===== src/rtl/scan_pkg.sv =====
// scan_pkg
// Shared types and constants for the channel scan sequencer.
//   SEL_W   : width of the channel select code
//   N_CH    : number of channels, always 2**SEL_W
//   PTR_W   : scan pointer width; one extra bit so ptr == N_CH means "past the end"
//   state_t : sequencer FSM states
package scan_pkg;

  localparam int SEL_W = 3;
  localparam int N_CH  = 1 << SEL_W;
  localparam int PTR_W = SEL_W + 1;

  typedef enum logic [1:0] {
    IDLE  = 2'd0,
    SEEK  = 2'd1,
    DWELL = 2'd2,
    DONE  = 2'd3
  } state_t;

endpackage


===== src/rtl/scan_next_ch.sv =====
// scan_next_ch
// Combinational circular priority finder. Returns the lowest enabled channel
// at or above ptr; if there is none and wrap_en is set, returns the lowest
// enabled channel overall.
// Ports:
//   mask    [N_CH-1:0]  in   channel enables
//   ptr     [PTR_W-1:0] in   first candidate channel (N_CH = past the end)
//   wrap_en             in   allow wrap-around to the bottom of the mask
//   found               out  a channel was selected
//   ch      [SEL_W-1:0] out  selected channel code (0 when not found)
module scan_next_ch
  import scan_pkg::*;
(
  input  logic [N_CH-1:0]  mask,
  input  logic [PTR_W-1:0] ptr,
  input  logic             wrap_en,
  output logic             found,
  output logic [SEL_W-1:0] ch
);

  // Channels enabled and not yet visited in this pass.
  logic [N_CH-1:0] w_fwd_mask;

  generate
    for (genvar gi = 0; gi < N_CH; gi++) begin : g_fwd
      assign w_fwd_mask[gi] = mask[gi] && (PTR_W'(gi) >= ptr);
    end
  endgenerate

  // The wrap candidate is computed first; a forward hit then overrides it,
  // so forward progress always takes priority over wrapping.
  always_comb begin
    found = 1'b0;
    ch    = '0;
    for (int i = N_CH - 1; i >= 0; i--) begin
      if (wrap_en && mask[i]) begin
        found = 1'b1;
        ch    = SEL_W'(i);
      end
    end
    for (int i = N_CH - 1; i >= 0; i--) begin
      if (w_fwd_mask[i]) begin
        found = 1'b1;
        ch    = SEL_W'(i);
      end
    end
  end

endmodule


===== src/rtl/scan_sequencer.sv =====
// scan_sequencer
// Steps a 3-bit channel select through the channels enabled in a mask,
// holding each for a programmable dwell with one blank cycle between
// channels. Single-pass or continuous operation.
// Ports:
//   clk                 in   rising-edge clock
//   rst_n               in   asynchronous active-low reset
//   start               in   begin scan (sampled in IDLE only)
//   stop                in   abort scan (sampled in every state, wins over start)
//   continuous          in   1 = wrap and repeat (latched with start)
//   mask   [N_CH-1:0]   in   channel enables (latched with start)
//   dwell  [DWELL_W-1:0] in  cycles per channel, 0 treated as 1 (latched with start)
//   sel    [SEL_W-1:0]  out  current channel code for the decoder
//   sel_valid           out  sel is live
//   busy                out  high outside IDLE
//   done                out  one-cycle pulse at end of a single pass
//   err                 out  one-cycle pulse on start with empty mask
module scan_sequencer
  import scan_pkg::*;
#(
  parameter int DWELL_W = 16
) (
  input  logic               clk,
  input  logic               rst_n,
  input  logic               start,
  input  logic               stop,
  input  logic               continuous,
  input  logic [N_CH-1:0]    mask,
  input  logic [DWELL_W-1:0] dwell,
  output logic [SEL_W-1:0]   sel,
  output logic               sel_valid,
  output logic               busy,
  output logic               done,
  output logic               err
);

  state_t             r_state;
  logic [PTR_W-1:0]   r_ptr;
  logic [SEL_W-1:0]   r_sel;
  logic               r_sel_valid;
  logic               r_busy;
  logic               r_done;
  logic               r_err;
  logic [DWELL_W-1:0] r_cnt;
  logic [N_CH-1:0]    r_mask;
  logic [DWELL_W-1:0] r_dwell;
  logic               r_cont;

  logic               w_found;
  logic [SEL_W-1:0]   w_ch;
  logic [DWELL_W-1:0] w_cnt_load;

  scan_next_ch u_next_ch (
    .mask    (r_mask),
    .ptr     (r_ptr),
    .wrap_en (r_cont),
    .found   (w_found),
    .ch      (w_ch)
  );

  // max(dwell, 1) - 1: a zero dwell behaves like a one-cycle dwell.
  assign w_cnt_load = (r_dwell == '0) ? '0 : r_dwell - DWELL_W'(1);

  always_ff @(posedge clk or negedge rst_n) begin
    if (!rst_n) begin
      r_state     <= IDLE;
      r_ptr       <= '0;
      r_sel       <= '0;
      r_sel_valid <= 1'b0;
      r_busy      <= 1'b0;
      r_done      <= 1'b0;
      r_err       <= 1'b0;
      r_cnt       <= '0;
      r_mask      <= '0;
      r_dwell     <= '0;
      r_cont      <= 1'b0;
    end else begin
      // done and err are single-cycle pulses.
      r_done <= 1'b0;
      r_err  <= 1'b0;
      case (r_state)
        IDLE: begin
          if (start && !stop) begin
            if (mask != '0) begin
              r_mask  <= mask;
              r_dwell <= dwell;
              r_cont  <= continuous;
              r_ptr   <= '0;
              r_busy  <= 1'b1;
              r_state <= SEEK;
            end else begin
              r_err <= 1'b1;
            end
          end
        end
        SEEK: begin
          if (stop) begin
            r_busy  <= 1'b0;
            r_state <= IDLE;
          end else if (w_found) begin
            r_sel       <= w_ch;
            r_cnt       <= w_cnt_load;
            // Evaluated at PTR_W bits so channel N_CH-1 yields ptr == N_CH.
            r_ptr       <= PTR_W'(w_ch) + PTR_W'(1);
            r_sel_valid <= 1'b1;
            r_state     <= DWELL;
          end else begin
            r_done  <= 1'b1;
            r_state <= DONE;
          end
        end
        DWELL: begin
          if (stop) begin
            r_sel_valid <= 1'b0;
            r_busy      <= 1'b0;
            r_state     <= IDLE;
          end else if (r_cnt == '0) begin
            r_sel_valid <= 1'b0;
            r_state     <= SEEK;
          end else begin
            r_cnt <= r_cnt - DWELL_W'(1);
          end
        end
        DONE: begin
          r_busy  <= 1'b0;
          r_state <= IDLE;
        end
        default: begin
          r_sel_valid <= 1'b0;
          r_busy      <= 1'b0;
          r_state     <= IDLE;
        end
      endcase
    end
  end

  assign sel       = r_sel;
  assign sel_valid = r_sel_valid;
  assign busy      = r_busy;
  assign done      = r_done;
  assign err       = r_err;

endmodule


===== config.mk =====
export PLATFORM = sky130hd
export DESIGN_NAME = scan_sequencer
export DESIGN_NICKNAME = d
export VERILOG_FILES = /design/src/rtl/scan_pkg.sv /design/src/rtl/scan_next_ch.sv /design/src/rtl/scan_sequencer.sv
export SDC_FILE = /design/constraint.sdc
export NUM_CORES = 1
export LEC_CHECK = 0
export ABC_AREA = 1
export BUFFER_PORTS_ARGS = -buffer_cell sky130_fd_sc_hd__buf_2
export CAP_MARGIN = 0
export CORE_MARGIN = 2
export CORE_UTILIZATION = 35
export CTS_CLUSTER_DIAMETER = 100
export DETAILED_ROUTE_END_ITERATION = 16
export PLACE_DENSITY_LB_ADDON = 0.3
export SLEW_MARGIN = 20
export SYNTH_ARGS = -nofsm -noshare
export SYNTH_HDL_FRONTEND = slang
export SYNTH_SLANG_ARGS = --single-unit

===== constraint.sdc =====
create_clock -name clk -period 2.5 [get_ports clk]
set_clock_uncertainty 0.1 [all_clocks]
set_input_delay 0.25 -clock clk [delete_from_list [all_inputs] [get_ports clk]]
set_output_delay 0.25 -clock clk [all_outputs]
set_load 0.03 [all_outputs]

==> metrics.cfg <==
[status]
outcome=completed

[worst_hold_path]
hold_class=input port to flop

[power]
finalPower_mw=4.805
net-switching-power_mw=2.372
p_int_mw=2.433
worst_ir_drop_vdd_uv=512.8
leakagePower_nw=1.957
pwr-share-comb_pct=56.4
clockPowerShare_pct=10.0
pwr-share-seq_pct=33.6
switching_share_pct=49.37
powerDensity_mw_per_mm2=1257

[timing]
period_needed_ps=2168
max_freq_ghz=0.4612
setup_violations=0
worst_pin_slew_ps=446.9
drv_slew=0
hold_violations=0
relSlewSlack_pct=70.20
fin_crit_sh_pct=86.74
grt_setup_unrepaired=no
fin_tns_setup_ps=0

[worst_setup_path]
crit_family=simple AND/OR/NAND/NOR gates
crit_fanout=9
cpMaxStageDelayCell=dfrtp_1
cpPeakStageDelay_ps=390
setup.worst_path.class=flop to flop
cp_cell_sequence=inv_1 -> ha_1 -> nand2_1 -> nor2_1 -> nand2_1 -> nor2_2 -> nand2_1 -> o21ai_2 -> buf_4 -> o21ai_0 -> nand2_2 -> o21ai_2
cp_data_required_time_ps=2590
cp_common_cell=nand2_1
crit_arrival_ps=2260
start_kind=flop
critPathBufInv=2
crit_path_end_kind=flop

[route]
routed-via-count=2969
first_pass_iters=4
routed_wl_um=7357
drt-initial-drc-count=123
vias_per_cell=4.646
remaining_drc_errors=0
wire_per_inst_um=11.51
ant_nets=0

[grt]
antenna_found_initial=0
grt_max_degree=28
grt_remaining_overflow=0
grt_pass1_wl_um=12900
grt_usage_pct=15.26
grt_pass1_vias=2985

[finish]
layout-drive-gt1-share_pct=17.59
syn2layout_area_growth_pct=11.74
num_antenna_cells=0
nNetsFinal=540
fin_area_mm2=0.003824

[yosys]
synth_area_mm2=0.003422
synth_largest_area_cell=dfrtp_1
ys.flop_type=dfrtp_1
ys_seq_elements=54
yosys_warnings=0
ys_types=34
synth_edf_count=0
synthArstFlopShare_pct=100.0
synth_cells=466
synth_fp_nets=501
ys_seq_area_share_pct=39.49
synthTopCellsByArea=dfrtp_1 39%, nand2_1 15%, inv_1 7.2%, o21ai_0 6.4%, o21ai_2 3.8%
synth.top_cell.area_share_pct=39.49
avgSynthCellArea_um2=7.343

[cts]
holdBufCountCts=1
ctsResizeCount=0
clk_pin_slew_ps=100
cts-buffers-inserted=5
cts_setup_buffers=0
insertion_delay_ps=310
h-tree-depth=2
cts_tree=done
clk_path_buf_depth=2
cts-root-buf=clkbuf_8
clock_sinks=54

[placement]
gp_congestion=0.8968
place_area_mm2=0.003727
hpwl_um=5956
numPortBuffers=35

[floorplanning]
die_h_um=102.9
io_pins=36
rows=36
dieWidth_um=102.9
core_area_mm2=0.009639
start_util_pct=35.50
die-area_mm2=0.01058

[job]
drv_cap=0

worst paths after layout:
check	from	end	slack (ps)	cells after the start
min reg2reg	busy	busy	390	2
min	dwell[11]	r_dwell[11]	40	3
max	r_dwell[0]	r_cnt[7]	330	12
max reg2reg	r_dwell[0]	r_cnt[7]	330	12
max in group asynchronous	rst_n	r_cnt[9]	1340	3
min in group asynchronous	rst_n	r_dwell[2]	310	2
worst min-delay path, delay by kind of cell:
family	cells	cell delay (ps)
buf+inv	1	80
simple gates	2	80
metal layers:
layer,vias to the layer above,wire [um],global-route usage (%)
met5,-,0,0
met4,0,150,5.162
met3,10,214,2.305
met2,40,3670,27.07
met1,1372,3321,18.91
li1,1547,-,-
layout by cell type (no fill, tap or decap), types with 2 or more instances in the layout:
master	count
nand2_1	133
inv_1	66
dfrtp_1	54
o21ai_0	44
buf_2	35
nor2_1	34
nand3_1	23
o21ai_2	15
xor2_1	12
nand2_2	11
nor3_1	8
a21oi_1	7
nor2_2	6
xnor2_1	6
ha_1	6
buf_4	6
nand4_1	5
o22ai_1	5
clkbuf_8	5
nand2_4	3
nor2_4	3
o21ai_1	2
or2_1	2
nor4_1	2
power groups by stage:
| stage | Sequential (mW) | Combinational (mW) | Clock, mW |
|---|---|---|---|
| floorplan | 1.59 | 2.30 | 0 |
| global placement | 1.63 | 2.67 | 0 |
| detailed placement | 1.63 | 2.75 | 0 |
| CTS | 1.62 | 2.76 | 0.505 |
| global route | 1.67 | 3.13 | 0.543 |
| finish | 1.61 | 2.71 | 0.480 |
through the flow:
step,hold WS [ps],worst slack (ps),utilization (%),std cells
3_3_place_gp,120.1,384.7,38.67,630
3_5_place_dp,124.8,353.8,38.67,630
5_1_grt,28.10,76.54,39.67,639
6_report,35.05,331.6,39.67,639
2_1_floorplan,-145.6,597.4,-,466
4_1_cts,26.15,324.5,39.67,639
flip-flops by register name (all words and copies together), names as in the netlist:
| name | flops |
|---|---|
| sel_valid | 1 |
| busy | 1 |
| r_mask | 8 |
| done | 1 |
| err | 1 |
| r_cont | 1 |
| r_cnt | 16 |
| r_ptr | 4 |
| sel | 3 |
| r_dwell | 16 |
| r_state | 2 |
final cells by class:
type                    instances  area (um2)
fillers                      1059        5816
clock inverters                 2       13.76
inverters                      68       260.3
repair buffers                 42       230.2
clock buffers                   6       72.57
multi-input cells             334        1729
flip-flops and latches         54        1351
well taps                     133       166.4
cells in the mapped netlist, types with 7 or more instances:
cell       n
nand2_1  133
inv_1     66
dfrtp_1   54
o21ai_0   44
nor2_1    34
nand3_1   23
o21ai_2   15
xor2_1    12
nand2_2   11
nor3_1     8
a21oi_1    7
kinds of logic after synthesis:
| kind of cell | synth area share (%) |
|---|---|
| XOR/XNOR | 4.607 |
| AND/OR/NAND/NOR | 30.38 |
| AO/OA/AOI/OAI | 13.35 |
| adder cells (fa/ha/maj) | 2.194 |
| flip-flops | 39.49 |
| buffers and inverters | 9.982 |
No activity file was read; power rests on OpenSTA's default activity.
